--- config.mk ---
export PLATFORM = sky130hd
export DESIGN_NAME = sram_arbiter
export DESIGN_NICKNAME = d
export VERILOG_FILES = /design/src/rtl/sram_arb_pkg.sv /design/src/rtl/sram_rr_arb.sv /design/src/rtl/sram_arbiter.sv
export SDC_FILE = /design/constraint.sdc
export NUM_CORES = 1
export LEC_CHECK = 0
export BUFFER_PORTS_ARGS = -buffer_cell sky130_fd_sc_hd__buf_2
export CORE_MARGIN = 10
export CORE_UTILIZATION = 42
export CTS_BUF_LIST = sky130_fd_sc_hd__clkbuf_4 sky130_fd_sc_hd__clkbuf_8
export CTS_CLUSTER_DIAMETER = 30
export DETAILED_ROUTE_END_ITERATION = 10
export PLACE_DENSITY = 0.8
export SLEW_MARGIN = 0
export SYNTH_ARGS = -nofsm -noshare
export SYNTH_HDL_FRONTEND = slang
export SYNTH_SLANG_ARGS = --single-unit
--- constraint.sdc ---
create_clock -name clk -period 1.4 [get_ports clk]
set_input_delay 0 -clock clk [delete_from_list [all_inputs] [get_ports clk]]
set_output_delay 0 -clock clk [all_outputs]
set_load 0.005 [all_outputs]
--- src/rtl/sram_arb_pkg.sv ---
// Shared definitions for the SRAM arbiter: controller states, default
// SRAM geometry and the helper that sizes the requester id field.
package sram_arb_pkg;

   localparam int DEF_DATA_W = 8;
   localparam int DEF_ADDR_W = 3;

   typedef enum logic [2:0] {
      INIT,
      CLEAR,
      IDLE,
      WR,
      RD,
      RWAIT,
      RESP
   } state_t;

   // Width of a requester index; never narrower than one bit.
   function automatic int id_width(input int n);
      return (n <= 2) ? 1 : $clog2(n);
   endfunction

endpackage

--- src/rtl/sram_rr_arb.sv ---
// Winner selection among asserted request valids. The default build is
// round-robin with a "last served" pointer; defining SRAM_ARB_FIXED_PRIO_EN
// switches to fixed priority (lowest index wins) and drops the pointer.
module sram_rr_arb
   import sram_arb_pkg::*;
#(
   parameter int N_REQ = 2,
   parameter int ID_W  = 1
) (
   input  logic             clk,
   input  logic             rst,
   input  logic [N_REQ-1:0] req_valid,
   input  logic             enable,
   output logic [N_REQ-1:0] grant,
   output logic [ID_W-1:0]  grant_id,
   output logic             grant_any
);

   logic [ID_W-1:0] win_id;
   logic            win_found;

`ifdef SRAM_ARB_FIXED_PRIO_EN

   // Lowest asserted index wins; scanning downward lets the lowest overwrite.
   always_comb begin
      win_id    = '0;
      win_found = 1'b0;
      for (int i = N_REQ - 1; i >= 0; i--) begin
         if (req_valid[i]) begin
            win_id    = ID_W'(i);
            win_found = 1'b1;
         end
      end
   end

`else

   logic [ID_W-1:0] last;
   logic [ID_W-1:0] hi_id;
   logic [ID_W-1:0] lo_id;
   logic            hi_found;
   logic            lo_found;

   // Search above the pointer first, then wrap to the indices at or below it.
   always_comb begin
      hi_id    = '0;
      lo_id    = '0;
      hi_found = 1'b0;
      lo_found = 1'b0;
      for (int i = N_REQ - 1; i >= 0; i--) begin
         if (req_valid[i] && (i > int'(last))) begin
            hi_id    = ID_W'(i);
            hi_found = 1'b1;
         end
         if (req_valid[i] && (i <= int'(last))) begin
            lo_id    = ID_W'(i);
            lo_found = 1'b1;
         end
      end
      win_found = hi_found | lo_found;
      win_id    = hi_found ? hi_id : lo_id;
   end

   // Pointer remembers the last granted requester; reset makes requester 0 first.
   always_ff @(posedge clk or negedge rst) begin
      if (!rst) begin
         last <= ID_W'(N_REQ - 1);
      end else if (grant_any) begin
         last <= grant_id;
      end
   end

`endif

   // Grant only when the controller can accept; expand the winner to one-hot.
   always_comb begin
      grant_any = enable & win_found;
      grant_id  = grant_any ? win_id : '0;
      grant     = '0;
      for (int i = 0; i < N_REQ; i++) begin
         grant[i] = grant_any && (win_id == ID_W'(i));
      end
   end

endmodule

--- src/rtl/sram_arbiter.sv ---
// Round-robin controller that shares one single-port SRAM between N_REQ
// requesters, sequences the SRAM's synchronous clear after reset and on
// demand, and returns tagged responses on a single response channel.
// Defining SRAM_ARB_FIXED_PRIO_EN selects fixed-priority arbitration.
module sram_arbiter
   import sram_arb_pkg::*;
#(
   parameter int  N_REQ  = 2,
   parameter int  DATA_W = DEF_DATA_W,
   parameter int  ADDR_W = DEF_ADDR_W,
   localparam int ID_W   = id_width(N_REQ)
) (
   input  logic                    clk,
   input  logic                    rst,
   input  logic [N_REQ-1:0]        req_valid,
   output logic [N_REQ-1:0]        req_ready,
   input  logic [N_REQ-1:0]        req_we,
   input  logic [N_REQ*ADDR_W-1:0] req_addr,
   input  logic [N_REQ*DATA_W-1:0] req_wdata,
   output logic                    rsp_valid,
   input  logic                    rsp_ready,
   output logic [ID_W-1:0]         rsp_id,
   output logic                    rsp_we,
   output logic [DATA_W-1:0]       rsp_rdata,
   input  logic                    clear_req,
   output logic                    init_done,
   output logic                    sram_rst,
   output logic                    sram_cs,
   output logic                    sram_re,
   output logic                    sram_we,
   output logic [ADDR_W-1:0]       sram_addr,
   output logic [DATA_W-1:0]       sram_wdata,
   input  logic [DATA_W-1:0]       sram_rdata
);

   state_t state;
   state_t state_next;

   logic              pending;
   logic              clear_pend;
   logic              arb_en;
   logic [N_REQ-1:0]  grant;
   logic [ID_W-1:0]   grant_id;
   logic              grant_any;

   logic [ADDR_W-1:0] sel_addr;
   logic [DATA_W-1:0] sel_wdata;
   logic              sel_we;

   logic [ADDR_W-1:0] addr_q;
   logic [DATA_W-1:0] wdata_q;
   logic              we_q;
   logic [ID_W-1:0]   id_q;
   logic [DATA_W-1:0] rdata_q;

   // A clear pulse seen in IDLE counts as pending at once, so it beats requests.
   assign clear_pend = pending | clear_req;
   assign arb_en     = (state == IDLE) && !clear_pend;

   sram_rr_arb #(
      .N_REQ (N_REQ),
      .ID_W  (ID_W)
   ) u_arb (
      .clk       (clk),
      .rst       (rst),
      .req_valid (req_valid),
      .enable    (arb_en),
      .grant     (grant),
      .grant_id  (grant_id),
      .grant_any (grant_any)
   );

   assign req_ready = grant;

   // Route the granted requester's fields toward the capture registers.
   always_comb begin
      sel_addr  = '0;
      sel_wdata = '0;
      sel_we    = 1'b0;
      for (int i = 0; i < N_REQ; i++) begin
         if (grant[i]) begin
            sel_addr  = req_addr[i*ADDR_W +: ADDR_W];
            sel_wdata = req_wdata[i*DATA_W +: DATA_W];
            sel_we    = req_we[i];
         end
      end
   end

   // Controller state register; reset drops any in-flight transaction.
   always_ff @(posedge clk or negedge rst) begin
      if (!rst) begin
         state <= INIT;
      end else begin
         state <= state_next;
      end
   end

   // Next-state logic: clear first, then the arbitration winner, then the access.
   always_comb begin
      state_next = state;
      case (state)
         INIT:    state_next = CLEAR;
         CLEAR:   state_next = IDLE;
         IDLE: begin
            if (clear_pend) begin
               state_next = CLEAR;
            end else if (grant_any) begin
               state_next = sel_we ? WR : RD;
            end
         end
         WR:      state_next = RESP;
         RD:      state_next = RWAIT;
         RWAIT:   state_next = RESP;
         RESP: begin
            if (rsp_ready) begin
               state_next = IDLE;
            end
         end
         default: state_next = INIT;
      endcase
   end

   // Moore decode of SRAM strobes and response valid; read and write are exclusive.
   always_comb begin
      sram_cs   = 1'b0;
      sram_rst  = 1'b0;
      sram_re   = 1'b0;
      sram_we   = 1'b0;
      rsp_valid = 1'b0;
      case (state)
         CLEAR: begin
            sram_cs  = 1'b1;
            sram_rst = 1'b1;
         end
         WR: begin
            sram_cs = 1'b1;
            sram_we = 1'b1;
         end
         RD: begin
            sram_cs = 1'b1;
            sram_re = 1'b1;
         end
         RESP:    rsp_valid = 1'b1;
         default: ;
      endcase
   end

   // Sticky clear request, consumed when the controller enters CLEAR.
   always_ff @(posedge clk or negedge rst) begin
      if (!rst) begin
         pending <= 1'b0;
      end else if (state_next == CLEAR) begin
         pending <= 1'b0;
      end else if (clear_req) begin
         pending <= 1'b1;
      end
   end

   // init_done rises after the first completed clear and holds until reset.
   always_ff @(posedge clk or negedge rst) begin
      if (!rst) begin
         init_done <= 1'b0;
      end else if (state == CLEAR) begin
         init_done <= 1'b1;
      end
   end

   // Capture the granted request; read data is taken while the SRAM output is valid.
   always_ff @(posedge clk or negedge rst) begin
      if (!rst) begin
         addr_q  <= '0;
         wdata_q <= '0;
         we_q    <= 1'b0;
         id_q    <= '0;
         rdata_q <= '0;
      end else begin
         if (grant_any) begin
            addr_q  <= sel_addr;
            wdata_q <= sel_wdata;
            we_q    <= sel_we;
            id_q    <= grant_id;
            if (sel_we) begin
               rdata_q <= '0;
            end
         end
         if (state == RWAIT) begin
            rdata_q <= sram_rdata;
         end
      end
   end

   assign sram_addr  = addr_q;
   assign sram_wdata = wdata_q;
   assign rsp_id     = id_q;
   assign rsp_we     = we_q;
   assign rsp_rdata  = rdata_q;

endmodule

==> results of run 1 <==
==> metrics by stage <==
step / util [%] / setup TNS (ps) / hold WS, ps / area (sq um)
after global placement: 56.1 / 0 / 38.2 / 1680
final: 71.5 / -514 / 9.12 / 2150
after floorplan: - / 0 / -296 / 1290
after global routing: 71.5 / -1390 / 2.08 / 2150
after CTS: 70.5 / -234 / 8.25 / 2120
after detailed placement: 56.1 / 0 / 39.3 / 1680
==> area by class of cell <==
| class | instances | area [sq um] | area share, % |
|---|---|---|---|
| sequential | 27 | 677 | 31.5 |
| clock inverter | 1 | 8.76 | 0.408 |
| tap | 33 | 41.3 | 1.92 |
| antenna | 1 | 2.50 | 0.116 |
| timing repair buffer | 114 | 807 | 37.6 |
| inverter | 4 | 15.0 | 0.699 |
| multi-input combinational | 92 | 574 | 26.7 |
| clock buffer | 3 | 22.5 | 1.05 |
==> per-layer routing <==
| layer | up-vias | share of wire, % | track usage, % | wire, um |
|---|---|---|---|---|
| li1 | 662 | - | - | - |
| met1 | 653 | 37 | 16.3 | 1750 |
| met2 | 48 | 52 | 31.2 | 2460 |
| met3 | 10 | 9.0 | 6.90 | 426 |
| met4 | 0 | 2.0 | 5.98 | 93 |
| met5 | - | 0 | 0 | 0 |
==> placed cells by master, fill, tap and decap left out, types with 2 or more instances in the layout <==
cell           count
o21ai_2            2
o21ai_0            3
buf_4             12
a21oi_1           14
and2_4             2
clkbuf_4           3
nor2_1            16
dfrtp_1           26
dlygate4sd3_1     32
nand3_1            2
mux2i_1           11
inv_1              4
buf_6              5
nand2_1           19
o21ai_1            7
buf_2             64
==> cells by family (layout without fill, tap and decap cells) <==
family	count (synthesis)	in the layout	share of synthesized area [%]
other	0	1	0
flip-flops	27	27	52.3
AND/OR/NAND/NOR	46	46	16.0
multiplexers	14	14	11.3
AO/OA/AOI/OAI	32	32	14.4
buffers and inverters	11	122	5.99
==> report_power, final <==
group / total (W) / switching [W] / internal, W
combinational: 0.00175 / 0.000845 / 0.000903
clock: 0.000383 / 0.000266 / 0.000117
sequential: 0.00139 / 0.000227 / 0.00116
==> registers in the layout (all words and copies together), names as in the netlist <==
name	flops
pending	1
sram_addr	3
sram_wdata	8
rsp_id	1
rsp_we	1
init_done	1
rsp_rdata	8
u_arb.last	1
state	3
==> worst max-delay path: cells and delay by family, from the launching register on <==
| kind | cells | cell delay, ps |
|---|---|---|
| AO/OA/AOI/OAI | 1 | 240 |
| AND/OR/NAND/NOR | 2 | 260 |
| flip-flops | 1 | 440 |
| buffers and inverters | 2 | 200 |
==> timing repair <==
action	CTS	global route
resized for setup	15	6
hold buffers	32	0
endpoints found under the setup margin	2	20
pin swaps	7	5
endpoints found under the hold margin	46	0
buffers inserted	6	1
==> path summary, 6_finish.rpt <==
check	endpoint	cells past startpoint
min	state[0]	3
max	req_ready[1]	5
min reg2reg	init_done	1
max in group asynchronous	sram_wdata[0]	2
min in group asynchronous	rsp_rdata[6]	2
max reg2reg	rsp_rdata[7]	6
==> cell usage after synthesis, types with 2 or more instances <==
master and number:
nor2_1 17, mux2_1 2, nand2b_1 2, a21oi_1 14, dfrtp_1 26, and2_1 2, nand3_1 2, mux2i_1 11
buf_2 2, inv_1 4, nand2_1 19, o21ai_0 11, buf_6 4
==> parameters.txt, run 1 <==
Parameter                              Value

Status
  Result of the run    finished with violations
  Violations in the final reports    setup timing

Worst setup path
  Largest stage delay, worst path    440 ps
  R2r startpoint    state[0]
  Maximum fanout along the worst path    2
  Crit-path most repeated cell    buf_6
  Worst setup path start    state[0]
  Required time at the worst-slack endpoint    1400 ps
  Worst endpoint data arrival time    1470 ps
  Type of the setup path with the least slack    flip-flop to primary output
  List of cells traversed by the critical path    nor2_4, o2111a_2, buf_6, and2_4, buf_6
  Critical path's slowest cell    dfrtp_1
  Startpoint Class    flip-flop
  Reg-to-reg setup timing slack    -60 ps
  Element type at the critical path end    primary output

Timing
  Achievable clock frequency    679 MHz
  Setup ws final    -72.6 ps
  Unrepaired setup endpoints after global routing    yes
  Final count of negative-setup-slack endpoints    13
  Final Cycle Share    105%
  Slew Viols, Final    0
  Time the worst path needs with I/O delays and setup    1470 ps
  Final Hold Violating Endpoints    0
  Worst slew pin tran    605 ps
  Skew final    11.0 ps
  Max-slew headroom    59.7%

Clock network
  Largest buffer count on any clock path    2
  Inserted Clock Buffers    3
  TritonCTS clock tree    yes
  CTS clk-pin slew, worst paths    170 ps
  Sink count of the clock tree    27
  Latest clock arrival within the worst-skew pair    350 ps
  Cell at the root of the clock tree    clkbuf_4
  CTS H-tree lvls    1

Logic synthesis
  Area leader, netlist    dfrtp_1
  Top post-synthesis cells by area    dfrtp_1, mux2i_1, nand2_1, a21oi_1, nor2_1
  Number of cells produced by synthesis    130
  Number of flops mapped to enable cells by yosys    0
  #FFs+latches synth    27
  Synth Warn #    0
  Predominant post-synthesis flop cell    dfrtp_1
  Net count after synthesis    168
  Share of the synthesized area in the top cell type    50.2%
  Netlist area before placement    1290 sq um
  Per-instance average area after synthesis    9.96 sq um
  Post-synthesis cell type count    27
  Sequential share of the synthesized area    52.3%
  Post-synth ARST share    100%

Final layout
  Syn-to-layout area delta    65.9%
  Fraction of layout cells with a size suffix above 1    41.5%
  Number of fill cells    230
  Final net count    280
  Post-Layout Cell Count    275

Routing
  Number of iterations in the first detailed-routing pass    4
  Vias after detailed routing    1373
  Routed WL per cell    17.2 um
  DRC Markers    0
  Iteration-0 DRC Markers    72
  DRT antenna net count    0
  Final WL    4730 um
  Routed vias/inst    4.99

Floorplan
  Die extent in y    75.5 um
  Initial core utilization    43.1%
  I/O pin cnt    67
  Die extent in x    75.5 um
  CORE AREA    3000 sq um
  Site row count    20
  Total die area    5700 sq um

Power
  Pwr per Cell Area    1640 nW/um^2
  Largest vdd supply drop    0.000872 V
  Total power after layout    0.00352 W
  Standby leakage power    1.08 nW

Global route
  Antenna violations before repair    1
  Remaining global-route overflow    0
  Pin count of the biggest net entering global routing    28
  Number of global-route vias before repair    1453
  Aggregate global-route resource usage    16.8%
  Global-route wire length before repair    7210 um

Run
  Max-cap violation count    0

Placed design
  Cells after DPL    231
  Pre-CTS setup slack    61.7 ps
  Detail Placement HPWL    2790 um
  Routability congestion estimate from global placement    0.790
  Buffers added on ports    66

Hold path
  Hold_sp    req_we[1]
  Worst min path class    input pin to flip-flop
No activity file was read; power rests on OpenSTA's default activity.
==> inputs of run 2 (changes only) <==
--- a/config.mk
+++ b/config.mk
@@ -6,6 +6,7 @@
 export NUM_CORES = 1
 export LEC_CHECK = 0
 export BUFFER_PORTS_ARGS = -buffer_cell sky130_fd_sc_hd__buf_2
+export CORE_ASPECT_RATIO = 0.6
 export CORE_MARGIN = 10
 export CORE_UTILIZATION = 42
 export CTS_BUF_LIST = sky130_fd_sc_hd__clkbuf_4 sky130_fd_sc_hd__clkbuf_8
==> parameters.txt, run 2 (synthesis gave the netlist of run 1 again) <==
Parameter                              Value

Routing
  Number of iterations in the first detailed-routing pass    6 (was 4)
  Routed vias/inst    4.74 (was 4.99)
  Routed WL per cell    14.6 um (was 17.2 um)
  DRC Markers    0 (unchanged)
  DRT antenna net count    0 (unchanged)
  Final WL    3800 um (was 4730 um)
  Vias after detailed routing    1232 (was 1373)
  Iteration-0 DRC Markers    69 (was 72)

Global route
  Remaining global-route overflow    0 (unchanged)
  Global-route wire length before repair    6130 um (was 7210 um)
  Antenna violations before repair    0 (was 1)
  Number of global-route vias before repair    1227 (was 1453)
  Pin count of the biggest net entering global routing    28 (unchanged)
  Aggregate global-route resource usage    12.9% (was 16.8%)

Final layout
  Most frequent standard cell in the layout excluding fill and tap cells    buf_2 (unchanged)
  Final cell utilization of the core    66.4% (was 71.5%)
  Commonest cells after routing, fill and taps aside    buf_2, dfrtp_1, nand2_1 (was buf_2, dlygate4sd3_1, dfrtp_1)
  Final net count    257 (was 280)
  Post-route standard cell area excluding fillers    1930 sq um (was 2150 sq um)
  Syn-to-layout area delta    49.1% (was 65.9%)
  Fraction of layout cells with a size suffix above 1    44.5% (was 41.5%)
  Total inserted antenna cells    0 (was 1)

Timing
  Final count of negative-setup-slack endpoints    0 (was 13)
  Time the worst path needs with I/O delays and setup    1380 ps (was 1470 ps)
  Worst slew pin tran    592 ps (was 605 ps)
  Skew final    3.30 ps (was 11.0 ps)
  Setup ws final    24.4 ps (was -72.6 ps)
  Slew Viols, Final    0 (unchanged)
  Final Hold Violating Endpoints    0 (unchanged)
  Achievable clock frequency    727 MHz (was 679 MHz)
  Unrepaired setup endpoints after global routing    yes (unchanged)
  Final Cycle Share    98.3% (was 105%)
  Max-slew headroom    60.5% (was 59.7%)

Power
  Total power after layout    0.00344 W (was 0.00352 W)
  Pwr per Cell Area    1780 nW/um^2 (was 1640 nW/um^2)
  Largest vdd supply drop    0.000956 V (was 0.000872 V)
  Standby leakage power    0.979 nW (was 1.08 nW)

Floorplan
  Die extent in y    63.0 um (was 75.5 um)
  Die extent in x    91.7 um (was 75.5 um)
  Initial core utilization    44.5% (was 43.1%)
  Site row count    15 (was 20)
  I/O pin cnt    67 (unchanged)
  Total die area    5780 sq um (was 5700 sq um)
  CORE AREA    2910 sq um (was 3000 sq um)

Placed design
  Standard cell area after detailed placement    1680 sq um (about the same)
  Detail Placement HPWL    2920 um (was 2790 um)
  Buffers added on ports    66 (unchanged)
  Routability congestion estimate from global placement    0.811 (was 0.790)
  Pre-CTS setup slack    56.1 ps (was 61.7 ps)

Worst setup path
  Worst endpoint data arrival time    1380 ps (was 1470 ps)
  Type of the setup path with the least slack    flip-flop to primary output (unchanged)
  Element type at the critical path end    primary output (unchanged)
  Startpoint Class    flip-flop (unchanged)
  Required time at the worst-slack endpoint    1400 ps (about the same)
  Maximum fanout along the worst path    4 (was 2)

Clock network
  Largest buffer count on any clock path    2 (unchanged)
  CTS H-tree lvls    1 (unchanged)
  Inserted Clock Buffers    3 (unchanged)
  Latest clock arrival within the worst-skew pair    270 ps (was 350 ps)
  CTS clk-pin slew, worst paths    100 ps (was 170 ps)
  Cell at the root of the clock tree    clkbuf_8 (was clkbuf_4)
  TritonCTS clock tree    yes (unchanged)
  Sink count of the clock tree    27 (unchanged)

Hold path
  Worst min path class    input pin to flip-flop (unchanged)

Run
  Max-cap violation count    0 (unchanged)

Status
  Result of the run    completed (was finished with violations)
==> run 2: cell types whose count changed in the layout (fill, tap and decap cells not counted), moves of 2 or more <==
cell / previous run / this run
dlygate4sd3_1: 32 / 9
clkbuf_4: 3 / 0
clkbuf_8: 0 / 3
o21ai_2: 2 / 0
==> run 2: report_power, final <==
group	leakage (nW)	internal (W)	switching, W
Clock	0.0261	0.000209	0.000255
Sequential	0.316	0.00116	0.000228
Combinational	0.638	0.000808	0.000781
Total	0.979	0.00218	0.00126
==> run 2: layout make-up <==
class / instances / area [sq um]
well taps: 42 / 52.6
repair buffers: 91 / 581
clock inverters: 1 / 8.76
flip-flops and latches: 27 / 677
fillers: 238 / 978
inverters: 4 / 15.0
clock buffers: 3 / 41.3
multi-input cells: 92 / 556
==> run 2: worst paths after layout <==
kind,slack [ps],startpoint,to,cells after the start
setup / recovery,20,state[0],req_ready[1],5
hold / removal,20,req_wdata[9],sram_wdata[1],3
setup reg to reg,50,state[0],rsp_rdata[7],5
hold reg to reg,470,init_done,init_done,1
max in group asynchronous,750,rst,sram_wdata[2],2
min in group asynchronous,260,rst,sram_addr[1],2
==> run 2: layer usage <==
layer | track usage (%) | vias up | routed length [um] | share of wire, %
met2 | 21.3 | 33 | 1860 | 49
met4 | 2.33 | 0 | 17 | 0.45
met5 | 0 | - | 0 | 0
met1 | 15.2 | 578 | 1670 | 44
li1 | - | 617 | - | -
met3 | 5.64 | 4 | 248 | 6.5
==> run 2: what timing repair did <==
action                     4_1_cts  5_1_grt
pin swaps                        0        2
gates resized for setup          2       15
setup endpoints to repair        2       16
hold endpoints to repair        34        0
setup buffers                    6        1
hold buffers                     9        0
==> run 2: per-stage QoR <==
step	TNS [ps]	instances	hold WS (ps)
global placement	0	240	33.7
detailed placement	0	240	35.4
finish	0	260	20.4
global route	-218	260	36.1
floorplan	0	130	-296
CTS	0	259	19.7
==> run 2: worst max-delay path: stages (launching register included) <==
cell      delay [ps]
dfrtp_1          420
nor2_4           130
o2111a_2         230
buf_6            110
and2_4           130
buf_6             80
